<file path="src/rtl/wb_pkg.sv">
// Shared definitions for the PicoRV32-to-Wishbone bridge: FSM state
// encoding, the Wishbone slave address map and the default error read data.
package wb_pkg;

  typedef enum logic [1:0] {
    IDLE = 2'd0,
    REQ  = 2'd1,
    WAIT = 2'd2,
    DONE = 2'd3
  } bridge_state_e;

  // Slave address map
  localparam logic [31:0] WB_ADDR_SRAM = 32'h0000_0000;
  localparam logic [31:0] WB_ADDR_LED  = 32'h8000_0000;
  localparam logic [31:0] WB_ADDR_UART = 32'h8000_0008;
  localparam logic [31:0] WB_ADDR_CDT  = 32'h8000_0010;

  // Read data handed to the CPU when an access fails or times out
  localparam logic [31:0] ERR_RDATA_DEFAULT = 32'hDEAD_BEEF;

  // Byte lanes for a native request: a zero strobe is a full-word read.
  function automatic logic [3:0] wb_sel_for(input logic [3:0] wstrb);
    return (wstrb == 4'h0) ? 4'hF : wstrb;
  endfunction

endpackage

</file>
<file path="src/rtl/pico_wb_bridge_if.sv">
// Bus bundles for the bridge: the PicoRV32 native memory port and the
// Wishbone pipelined master port, each with master/slave views.
interface pico_mem_if;
  logic        mem_valid;
  logic        mem_instr;
  logic [31:0] mem_addr;
  logic [31:0] mem_wdata;
  logic [3:0]  mem_wstrb;
  logic        mem_ready;
  logic [31:0] mem_rdata;

  modport master (output mem_valid, mem_instr, mem_addr, mem_wdata, mem_wstrb,
                  input  mem_ready, mem_rdata);
  modport slave  (input  mem_valid, mem_instr, mem_addr, mem_wdata, mem_wstrb,
                  output mem_ready, mem_rdata);
endinterface

interface wb_if;
  logic [31:0] wb_addr;
  logic [31:0] wb_wdata;
  logic [3:0]  wb_sel;
  logic        wb_we;
  logic        wb_cyc;
  logic        wb_stb;
  logic        wb_ack;
  logic        wb_stall;
  logic        wb_err;
  logic [31:0] wb_rdata;

  modport master (output wb_addr, wb_wdata, wb_sel, wb_we, wb_cyc, wb_stb,
                  input  wb_ack, wb_stall, wb_err, wb_rdata);
  modport slave  (input  wb_addr, wb_wdata, wb_sel, wb_we, wb_cyc, wb_stb,
                  output wb_ack, wb_stall, wb_err, wb_rdata);
endinterface

</file>
<file path="src/rtl/wb_timeout.sv">
// Transaction watchdog: counts cycles while enabled and flags expiry on the
// TIMEOUT_CYCLES-th enabled cycle; clear returns the count to zero.
module wb_timeout #(
  parameter int unsigned TIMEOUT_CYCLES = 255
) (
  input  logic i_clk,
  input  logic i_reset,
  input  logic i_enable,
  input  logic i_clear,
  output logic o_expire
);

  localparam int unsigned       CNT_W = $clog2(TIMEOUT_CYCLES + 1);
  localparam logic [CNT_W-1:0]  LAST  = CNT_W'(TIMEOUT_CYCLES - 1);

  logic [CNT_W-1:0] count_q, count_d;

  assign o_expire = i_enable && (count_q == LAST);

  // Count enabled cycles, saturating once expiry has been flagged.
  always_comb begin
    count_d = count_q;
    if (i_clear) begin
      count_d = '0;
    end else if (i_enable && !o_expire) begin
      count_d = count_q + CNT_W'(1);
    end
  end

  // Count register.
  always_ff @(posedge i_clk or posedge i_reset) begin
    if (i_reset) begin
      count_q <= '0;
    end else begin
      count_q <= count_d;
    end
  end

endmodule

</file>
<file path="src/rtl/pico_wb_bridge.sv">
// PicoRV32 native memory port to Wishbone pipelined master bridge with one
// transaction in flight and a sticky bus-error flag.
// Optional watchdog: define PICO_WB_TIMEOUT_EN to abort accesses that see no
// ack/err within TIMEOUT_CYCLES; without it the bridge waits indefinitely.
module pico_wb_bridge
  import wb_pkg::*;
#(
  parameter int unsigned TIMEOUT_CYCLES = 255,
  parameter logic [31:0] ERR_RDATA      = ERR_RDATA_DEFAULT
) (
  input  logic        i_clk,
  input  logic        i_reset,
  pico_mem_if.slave   mem,
  wb_if.master        wb,
  output logic        o_bus_err,
  output logic [31:0] o_bus_err_addr,
  output logic        o_dbg_instr
);

  if (TIMEOUT_CYCLES == 0) begin : g_bad_timeout
    $error("pico_wb_bridge: TIMEOUT_CYCLES must be at least 1");
  end

  bridge_state_e state_q, state_d;
  logic [31:0]   addr_q, addr_d;
  logic [31:0]   wdata_q, wdata_d;
  logic [31:0]   rdata_q, rdata_d;
  logic [31:0]   err_addr_q, err_addr_d;
  logic [3:0]    sel_q, sel_d;
  logic          we_q, we_d;
  logic          instr_q, instr_d;
  logic          bus_err_q, bus_err_d;

  logic in_flight;
  logic resp_take;
  logic finish;
  logic finish_err;
  logic timeout_expire;

  assign in_flight = (state_q == REQ) || (state_q == WAIT);

`ifdef PICO_WB_TIMEOUT_EN
  wb_timeout #(
    .TIMEOUT_CYCLES(TIMEOUT_CYCLES)
  ) u_timeout (
    .i_clk    (i_clk),
    .i_reset  (i_reset),
    .i_enable (in_flight),
    .i_clear  (state_q == IDLE),
    .o_expire (timeout_expire)
  );
`else
  assign timeout_expire = 1'b0;
`endif

  // A response only counts once stb is accepted: REQ with stall low, or WAIT.
  assign resp_take  = (wb.wb_ack || wb.wb_err) &&
                      (((state_q == REQ) && !wb.wb_stall) || (state_q == WAIT));
  assign finish     = resp_take || (in_flight && timeout_expire);
  // A real response beats a simultaneous expiry; expiry alone is an error.
  assign finish_err = resp_take ? wb.wb_err : 1'b1;

  // Next state, request capture and completion bookkeeping.
  always_comb begin
    // NOTE: every _d takes its hold value first, so no branch can infer a latch.
    state_d    = state_q;
    addr_d     = addr_q;
    wdata_d    = wdata_q;
    rdata_d    = rdata_q;
    err_addr_d = err_addr_q;
    sel_d      = sel_q;
    we_d       = we_q;
    instr_d    = instr_q;
    bus_err_d  = bus_err_q;

    case (state_q)
      IDLE: begin
        if (mem.mem_valid && !mem.mem_ready) begin
          addr_d  = mem.mem_addr;
          wdata_d = mem.mem_wdata;
          sel_d   = wb_sel_for(mem.mem_wstrb);
          we_d    = |mem.mem_wstrb;
          instr_d = mem.mem_instr;
          state_d = REQ;
        end
      end
      REQ: begin
        if (!wb.wb_stall) state_d = WAIT;
      end
      WAIT: ; // leaves only through the completion path below
      DONE: begin
        rdata_d = '0;
        state_d = IDLE;
      end
      default: state_d = IDLE;
    endcase

    if (finish) begin
      state_d = DONE;
      if (we_q)            rdata_d = '0;
      else if (finish_err) rdata_d = ERR_RDATA;
      else                 rdata_d = wb.wb_rdata;
      if (finish_err) begin
        bus_err_d = 1'b1;
        if (!bus_err_q) err_addr_d = addr_q;
      end
    end
  end

  // Bridge registers; reset abandons any transaction in flight.
  always_ff @(posedge i_clk or posedge i_reset) begin
    if (i_reset) begin
      state_q    <= IDLE;
      addr_q     <= '0;
      wdata_q    <= '0;
      rdata_q    <= '0;
      err_addr_q <= '0;
      sel_q      <= '0;
      we_q       <= 1'b0;
      instr_q    <= 1'b0;
      bus_err_q  <= 1'b0;
    end else begin
      // NOTE: non-blocking so every flop samples the values from before the edge.
      state_q    <= state_d;
      addr_q     <= addr_d;
      wdata_q    <= wdata_d;
      rdata_q    <= rdata_d;
      err_addr_q <= err_addr_d;
      sel_q      <= sel_d;
      we_q       <= we_d;
      instr_q    <= instr_d;
      bus_err_q  <= bus_err_d;
    end
  end

  assign wb.wb_cyc        = in_flight;
  assign wb.wb_stb        = (state_q == REQ);
  assign wb.wb_addr       = addr_q;
  assign wb.wb_wdata      = wdata_q;
  assign wb.wb_sel        = sel_q;
  assign wb.wb_we         = we_q;
  assign mem.mem_ready    = (state_q == DONE);
  assign mem.mem_rdata    = rdata_q;
  assign o_bus_err        = bus_err_q;
  assign o_bus_err_addr   = err_addr_q;
  assign o_dbg_instr      = instr_q;

endmodule

</file>
<file path="src/flat_wrapper.sv">
// flat-port wrapper written by rule: the top's interface ports become plain ports
module pico_wb_bridge_flat import wb_pkg::*;
#(
  parameter int unsigned TIMEOUT_CYCLES = 255,
  parameter logic [31:0] ERR_RDATA      = ERR_RDATA_DEFAULT
)
  (i_clk, i_reset, o_bus_err, o_bus_err_addr, o_dbg_instr, mem_mem_valid, mem_mem_instr, mem_mem_addr, mem_mem_wdata, mem_mem_wstrb, mem_mem_ready, mem_mem_rdata, wb_wb_addr, wb_wb_wdata, wb_wb_sel, wb_wb_we, wb_wb_cyc, wb_wb_stb, wb_wb_ack, wb_wb_stall, wb_wb_err, wb_wb_rdata);
  pico_mem_if mem_i ();
  wb_if wb_i ();
  input  logic i_clk;
  input  logic i_reset;
  output logic o_bus_err;
  output logic [31:0] o_bus_err_addr;
  output logic o_dbg_instr;
  input wire logic [$bits(mem_i.mem_valid)-1:0] mem_mem_valid;
  input wire logic [$bits(mem_i.mem_instr)-1:0] mem_mem_instr;
  input wire logic [$bits(mem_i.mem_addr)-1:0] mem_mem_addr;
  input wire logic [$bits(mem_i.mem_wdata)-1:0] mem_mem_wdata;
  input wire logic [$bits(mem_i.mem_wstrb)-1:0] mem_mem_wstrb;
  output wire logic [$bits(mem_i.mem_ready)-1:0] mem_mem_ready;
  output wire logic [$bits(mem_i.mem_rdata)-1:0] mem_mem_rdata;
  output wire logic [$bits(wb_i.wb_addr)-1:0] wb_wb_addr;
  output wire logic [$bits(wb_i.wb_wdata)-1:0] wb_wb_wdata;
  output wire logic [$bits(wb_i.wb_sel)-1:0] wb_wb_sel;
  output wire logic [$bits(wb_i.wb_we)-1:0] wb_wb_we;
  output wire logic [$bits(wb_i.wb_cyc)-1:0] wb_wb_cyc;
  output wire logic [$bits(wb_i.wb_stb)-1:0] wb_wb_stb;
  input wire logic [$bits(wb_i.wb_ack)-1:0] wb_wb_ack;
  input wire logic [$bits(wb_i.wb_stall)-1:0] wb_wb_stall;
  input wire logic [$bits(wb_i.wb_err)-1:0] wb_wb_err;
  input wire logic [$bits(wb_i.wb_rdata)-1:0] wb_wb_rdata;
  assign mem_i.mem_valid = mem_mem_valid;
  assign mem_i.mem_instr = mem_mem_instr;
  assign mem_i.mem_addr = mem_mem_addr;
  assign mem_i.mem_wdata = mem_mem_wdata;
  assign mem_i.mem_wstrb = mem_mem_wstrb;
  assign mem_mem_ready = mem_i.mem_ready;
  assign mem_mem_rdata = mem_i.mem_rdata;
  assign wb_wb_addr = wb_i.wb_addr;
  assign wb_wb_wdata = wb_i.wb_wdata;
  assign wb_wb_sel = wb_i.wb_sel;
  assign wb_wb_we = wb_i.wb_we;
  assign wb_wb_cyc = wb_i.wb_cyc;
  assign wb_wb_stb = wb_i.wb_stb;
  assign wb_i.wb_ack = wb_wb_ack;
  assign wb_i.wb_stall = wb_wb_stall;
  assign wb_i.wb_err = wb_wb_err;
  assign wb_i.wb_rdata = wb_wb_rdata;
  pico_wb_bridge #(.TIMEOUT_CYCLES(TIMEOUT_CYCLES), .ERR_RDATA(ERR_RDATA)) u_core (.i_clk(i_clk), .i_reset(i_reset), .mem(mem_i), .wb(wb_i), .o_bus_err(o_bus_err), .o_bus_err_addr(o_bus_err_addr), .o_dbg_instr(o_dbg_instr));
endmodule
</file>
<file path="config.mk">
export PLATFORM = sky130hd
export DESIGN_NAME = pico_wb_bridge_flat
export DESIGN_NICKNAME = d
export VERILOG_FILES = /design/src/rtl/wb_pkg.sv /design/src/rtl/pico_wb_bridge_if.sv /design/src/rtl/wb_timeout.sv /design/src/rtl/pico_wb_bridge.sv /design/src/flat_wrapper.sv
export SDC_FILE = /design/constraint.sdc
export NUM_CORES = 1
export LEC_CHECK = 0
export BUFFER_PORTS_ARGS = -buffer_cell sky130_fd_sc_hd__buf_4
export CAP_MARGIN = 20
export CORE_UTILIZATION = 43
export DETAILED_ROUTE_END_ITERATION = 10
export HOLD_SLACK_MARGIN = 0.1
export PLACE_DENSITY = 0.88
export SYNTH_ARGS = -nofsm -noshare
export SYNTH_HDL_FRONTEND = slang
export SYNTH_SLANG_ARGS = --single-unit
</file>
<file path="constraint.sdc">
create_clock -name i_clk -period 4.4 [get_ports i_clk]
set_input_delay 0.88 -clock i_clk [delete_from_list [all_inputs] [get_ports i_clk]]
set_output_delay 0.88 -clock i_clk [all_outputs]
set_load 0.02 [all_outputs]
</file>
* After elaboration in Yosys (flattened, before gate mapping) *
Index checks and enable logic that the tools add are counted.

operators by class
  equal/unequal tests = 5
  mux-type cells = 10
  bitwise operators = 1
  reductions and logical operators = 17

operators with widths
  operator                                                                 number
  32-bit two-way mux                                                       4
  2-bit two-way mux                                                        3
  2-bit case mux with 3 select lines                                       1
  3-bit AND reduction                                                      2
  2-bit equality test, second input constant                               2
  4-bit zero test                                                          1
  4-bit two-way mux                                                        1
  2-bit AND reduction                                                      2
  4-bit nonzero test                                                       1
  4-bit OR reduction                                                       1
  1-bit logical AND                                                        3
  1-bit logical OR                                                         3
  3-bit by 1-bit inequality test with 1-bit output, second input constant  1
  3-bit by 2-bit inequality test with 1-bit output, second input constant  1
  2-bit by 1-bit equality test with 1-bit output, second input constant    1
  1-bit zero test                                                          2
  2-bit zero test                                                          1
  2-bit nonzero test                                                       1
  1-bit two-way mux                                                        1
  1-bit NOT                                                                1

word-level totals
  flip-flop bits (word level) = 137
  input bits = 107
  logic and storage cells = 42

* Longest topological paths before layout *
  depth in word-level cells = 8
  mapped depth = 7
  gate-level depth less buffers = 5

* Least setup slack after synthesis *
No wires, ideal clock.

  kind = input to register
  start point = in wb_wb_stall
  end point = reg u_core.err_addr_q[0] (netlist: u_core.o_bus_err_addr[0])
  data arrival time = 1.800 ns
  required time = 4.275 ns
  path slack = 2.474 ns
  stages = 4
  path through = and2b_4 > o211ai_4 > buf_6 > mux2_4

between the ends
  word-level cells in the longest chain between the ends = 6

ends and longest elaborated chain
  item                                    RTL line               source
  from (decl)                             flat_wrapper.sv:29     input wire logic [$bits(wb_i.wb_stall)-1:0] wb_wb_stall;
  1-bit zero test *                       pico_wb_bridge.sv:58   (((state_q == REQ) && !wb.wb_stall) || (state_q == WAIT));
  1-bit logical AND *                     pico_wb_bridge.sv:58
  1-bit logical OR *                      pico_wb_bridge.sv:58
  1-bit logical AND *                     pico_wb_bridge.sv:57   assign resp_take = (wb.wb_ack || wb.wb_err) &&
  1-bit two-way mux                       pico_wb_bridge.sv:61   assign finish_err = resp_take ? wb.wb_err : 1'b1;
  3-bit AND reduction (no source line) *  --
  to (signal assigned)                    pico_wb_bridge.sv:128  err_addr_q <= err_addr_d;
  to (decl)                               pico_wb_bridge.sv:28   logic [31:0] err_addr_q, err_addr_d;

Every way passes the cells marked *; elsewhere a longest branch is shown, timed or not.
A chain may end at the register's enable or synchronous reset.

* Final worst setup path *
  start point = reg u_core.state_q[1]
  end point = out mem_mem_ready

between the ends
  word-level cells in the longest chain between the ends = 1

ends and longest elaborated chain
  item                    RTL line               source
  from (decl)             pico_wb_bridge.sv:24   bridge_state_e state_q, state_d;
  from (signal assigned)  pico_wb_bridge.sv:124  state_q <= state_d;
  2-bit equality test     pico_wb_bridge.sv:142  assign mem.mem_ready = (state_q == DONE);
  to (decl)               flat_wrapper.sv:20     output wire logic [$bits(mem_i.mem_ready)-1:0] mem_mem_ready;

Every way passes these cells.

==> impl_results.rst <==
.. list-table::
   :header-rows: 1

   * - Metric
     - Value
   * - Result of the run
     - complete, no violations
   * - Leak
     - 4.19 nW
   * - Number of antenna violations at the first check in global routing
     - 0
   * - Total routing resource utilization after global routing
     - 0.214
   * - Clock edge transition at the registers on the reported setup and hold paths
     - 0.06 ns
   * - Area used by sequential logic in the layout
     - 3430 sq um
   * - Routed vias
     - 4069
   * - Maximum clock skew at final layout
     - 0.0107 ns
   * - Yosys warning count
     - 0
   * - Worst slew pin tran
     - 1.10 ns
   * - Final wirelength
     - 14300 um
   * - Via count normalized by instance count
     - 5.00
   * - Clock period minus final worst setup slack
     - 2.94 ns
   * - Number of non-filler instances in the completed layout
     - 814
   * - Worst path cell trace
     - ha_1 -> buf_4
   * - Utilization after layout
     - 0.649
   * - Fraction of the yosys area taken by sequential cells
     - 0.614
   * - Initial cell density of the core
     - 0.442
   * - Core Rows
     - 41
   * - Worst Setup Slack, final
     - 1.46 ns
   * - Avg WL per Cell
     - 17.5 um
   * - GR Overflow Total
     - 0
   * - Relative slew slack
     - 0.265
   * - First-pass iteration count of the detailed router
     - 4
   * - Fraction of registers with async set/reset
     - 1.00
   * - Fin Setup TNS
     - 0 ns
   * - Distinct cells, synth
     - 33
   * - CTS tree
     - done
   * - Area taken by multi-input logic gates
     - 1900 sq um
   * - Quantity of gates resized following cts
     - 0
   * - Deepest level of the CTS H-tree
     - 4
   * - Count of pins over their slew limit
     - 0
   * - Net Count, Synth
     - 495
   * - Max-cap violation count
     - 0
   * - Total cell area at the placement stage
     - 7520 sq um
   * - Worst vdd ir
     - 0.000330 V
   * - Final weighted congestion in routability-driven placement
     - 0.728
   * - Power Density
     - 711 nW/um^2
   * - ANT cells
     - 0
   * - Clock latency on the worst-skew pair
     - 0.41 ns
   * - Standard cell with the maximum stage delay on the critical path
     - sky130_fd_sc_hd__ha_1
   * - Design Area, Final
     - 8190 sq um
   * - Hold_ws
     - 0.490 ns
   * - Kind of start point of the critical path
     - flop
   * - Number of port buffers
     - 244
   * - Die Ht
     - 116 um
   * - Clock root cell
     - sky130_fd_sc_hd__clkbuf_16
   * - Clock Sink Count
     - 137
   * - Area enclosed by the die boundary
     - 13400 sq um
   * - Fraction of final layout cells with drive strength greater than 1
     - 0.586
   * - Cell area after technology mapping
     - 5580 sq um
   * - Post-synthesis area per instance
     - 14.5 sq um
   * - Remaining design rule violation count
     - 0
   * - Number of enable flip-flop cells after synthesis
     - 0
   * - # setup viols final
     - 0
   * - Data required, critical path
     - 3.52 ns
   * - Vias in the first global route
     - 4246
   * - Number of register bits inferred by synthesis
     - 137
   * - Hpwl dp
     - 9880 um
   * - Area of the core
     - 12600 sq um
   * - RSZ-0062 raised after global routing
     - false
   * - Placement-stage worst setup slack
     - 1.49 ns
   * - NumNets Final
     - 740
   * - Arr. time, crit path
     - 2.06 ns
   * - Overall power after layout
     - 5.82 mW
   * - Class of the most critical hold timing path
     - flop to flop
   * - Post-CTS Repair Setup Buffers
     - 0
   * - Hold Vio Cnt, Final
     - 0
   * - Maximum number of pins on one net before global-route repair
     - 138
   * - CP Class
     - flop to primary output
   * - Global-route wire length before repair
     - 21800 um
   * - Inserted Clock Buffers
     - 17
   * - Synthesized instance count
     - 384
   * - Crit-path max FO
     - 29
   * - Placed Cells
     - 781
   * - Die X-Extent
     - 116 um
   * - Number of violations reported at the end of detailed-routing iteration 0
     - 199
   * - IO Pins
     - 245
   * - Area growth, synth to finish
     - 46.7%
   * - Portion of the clock cycle consumed by the worst path in the final layout
     - 0.667
   * - Ys flop type
     - sky130_fd_sc_hd__dfrtp_1
   * - Post-cts hold buffer count
     - 0
   * - Count of antenna-violating nets left after detailed routing
     - 0
   * - Stage delay of the slowest cell on the critical path
     - 0.92 ns
   * - Number of buffers on the longest clock path
     - 2
   * - Maximum clock rate
     - 0.341 GHz
   * - Number of filler cells placed in the layout
     - 964
   * - CP endpoint kind
     - primary output
## critical path: cells and delay by family (launching register included)
kind,cells,cell delay [ns]
fa+ha+maj,1,0.92
buf+inv,1,0.30
flops,1,0.43
## synth_stat cells (all sizes together), types with 2 or more instances
cell type / n / area, sq um
nor2b: 2 / 12.5
clkbuf: 4 / 15.0
o221ai: 2 / 23.8
ha: 4 / 50.1
dfrtp: 137 / 3430
a32o: 8 / 80.1
inv: 30 / 113
o21ai: 6 / 30.0
nor3: 5 / 25.0
mux2: 97 / 1200
o32ai: 24 / 210
nand2: 6 / 22.5
buf: 17 / 125
nor2: 28 / 105
## placed cells by master, fill, tap and decap left out, drive strengths merged, types with 2 or more instances in the layout
master,instances
o21ai,6
o221ai,2
clkinvlp,2
mux2,97
nor2,28
nor3,5
o32ai,24
bufinv,5
clkinv,8
clkbuf,17
a32o,8
ha,4
dfrtp,137
nor2b,2
inv,31
buf,247
nand2,6
## final cells by class
type                    instances  area share
clock buffers                  17      0.0520
clock inverters                15      0.0271
inverters                      31      0.0147
multi-input cells             195       0.232
flip-flops and latches        137       0.419
well taps                     172      0.0263
repair buffers                247       0.230
## report_power, final
| group | internal [mW] | switching [mW] | leakage [nW] |
|---|---|---|---|
| sequential | 1.70 | 0.286 | 1.74 |
| combinational | 1.05 | 1.23 | 2.14 |
| clock | 1.01 | 0.542 | 0.317 |
| total | 3.76 | 2.06 | 4.19 |
## registers in the layout (all words and copies together) (netlist names)
| register | count |
|---|---|
| u_core.mem.mem_rdata | 32 |
| u_core.o_bus_err | 1 |
| u_core.o_bus_err_addr | 32 |
| u_core.o_dbg_instr | 1 |
| u_core.state_q | 2 |
| u_core.wb.wb_addr | 32 |
| u_core.wb.wb_sel | 4 |
| u_core.wb.wb_wdata | 32 |
| u_core.wb.wb_we | 1 |
## logic make-up (layout without fill, tap and decap cells)
family | Yosys count | count (layout) | synth area share
muxes | 97 | 97 | 0.216
DFF | 137 | 137 | 0.614
AOI/OAI and AO/OA | 49 | 49 | 0.0778
and+or+nand+nor | 45 | 45 | 0.0372
adders and majority gates | 4 | 4 | 0.00897
buffers and inverters | 52 | 310 | 0.0460
## per-layer routing
layer	track usage	wire (um)	up-vias
met5	0	0	-
met4	0.0915	289	0
met3	0.0664	990	27
met2	0.384	7720	167
met1	0.234	5280	2018
li1	-	-	1857
## final timing paths
kind	start	to	slack, ns	depth (start not counted)
max in group asynchronous	i_reset	u_core.wb.wb_sel[0]$_DFFE_PP0P_	3.14	3
worst max register to register	u_core.state_q[1]$_DFFE_PP0P_	u_core.wb.wb_addr[9]$_DFFE_PP0P_	1.56	4
min in group asynchronous	i_reset	u_core.wb.wb_wdata[7]$_DFFE_PP0P_	0.68	3
worst min-delay path	u_core.wb.wb_wdata[1]$_DFFE_PP0P_	u_core.wb.wb_wdata[1]$_DFFE_PP0P_	0.49	1
worst min register to register	u_core.wb.wb_wdata[1]$_DFFE_PP0P_	u_core.wb.wb_wdata[1]$_DFFE_PP0P_	0.49	1
worst max-delay path	u_core.state_q[1]$_DFFE_PP0P_	mem_mem_ready	1.46	2
Power figures use the tool's default switching activity.
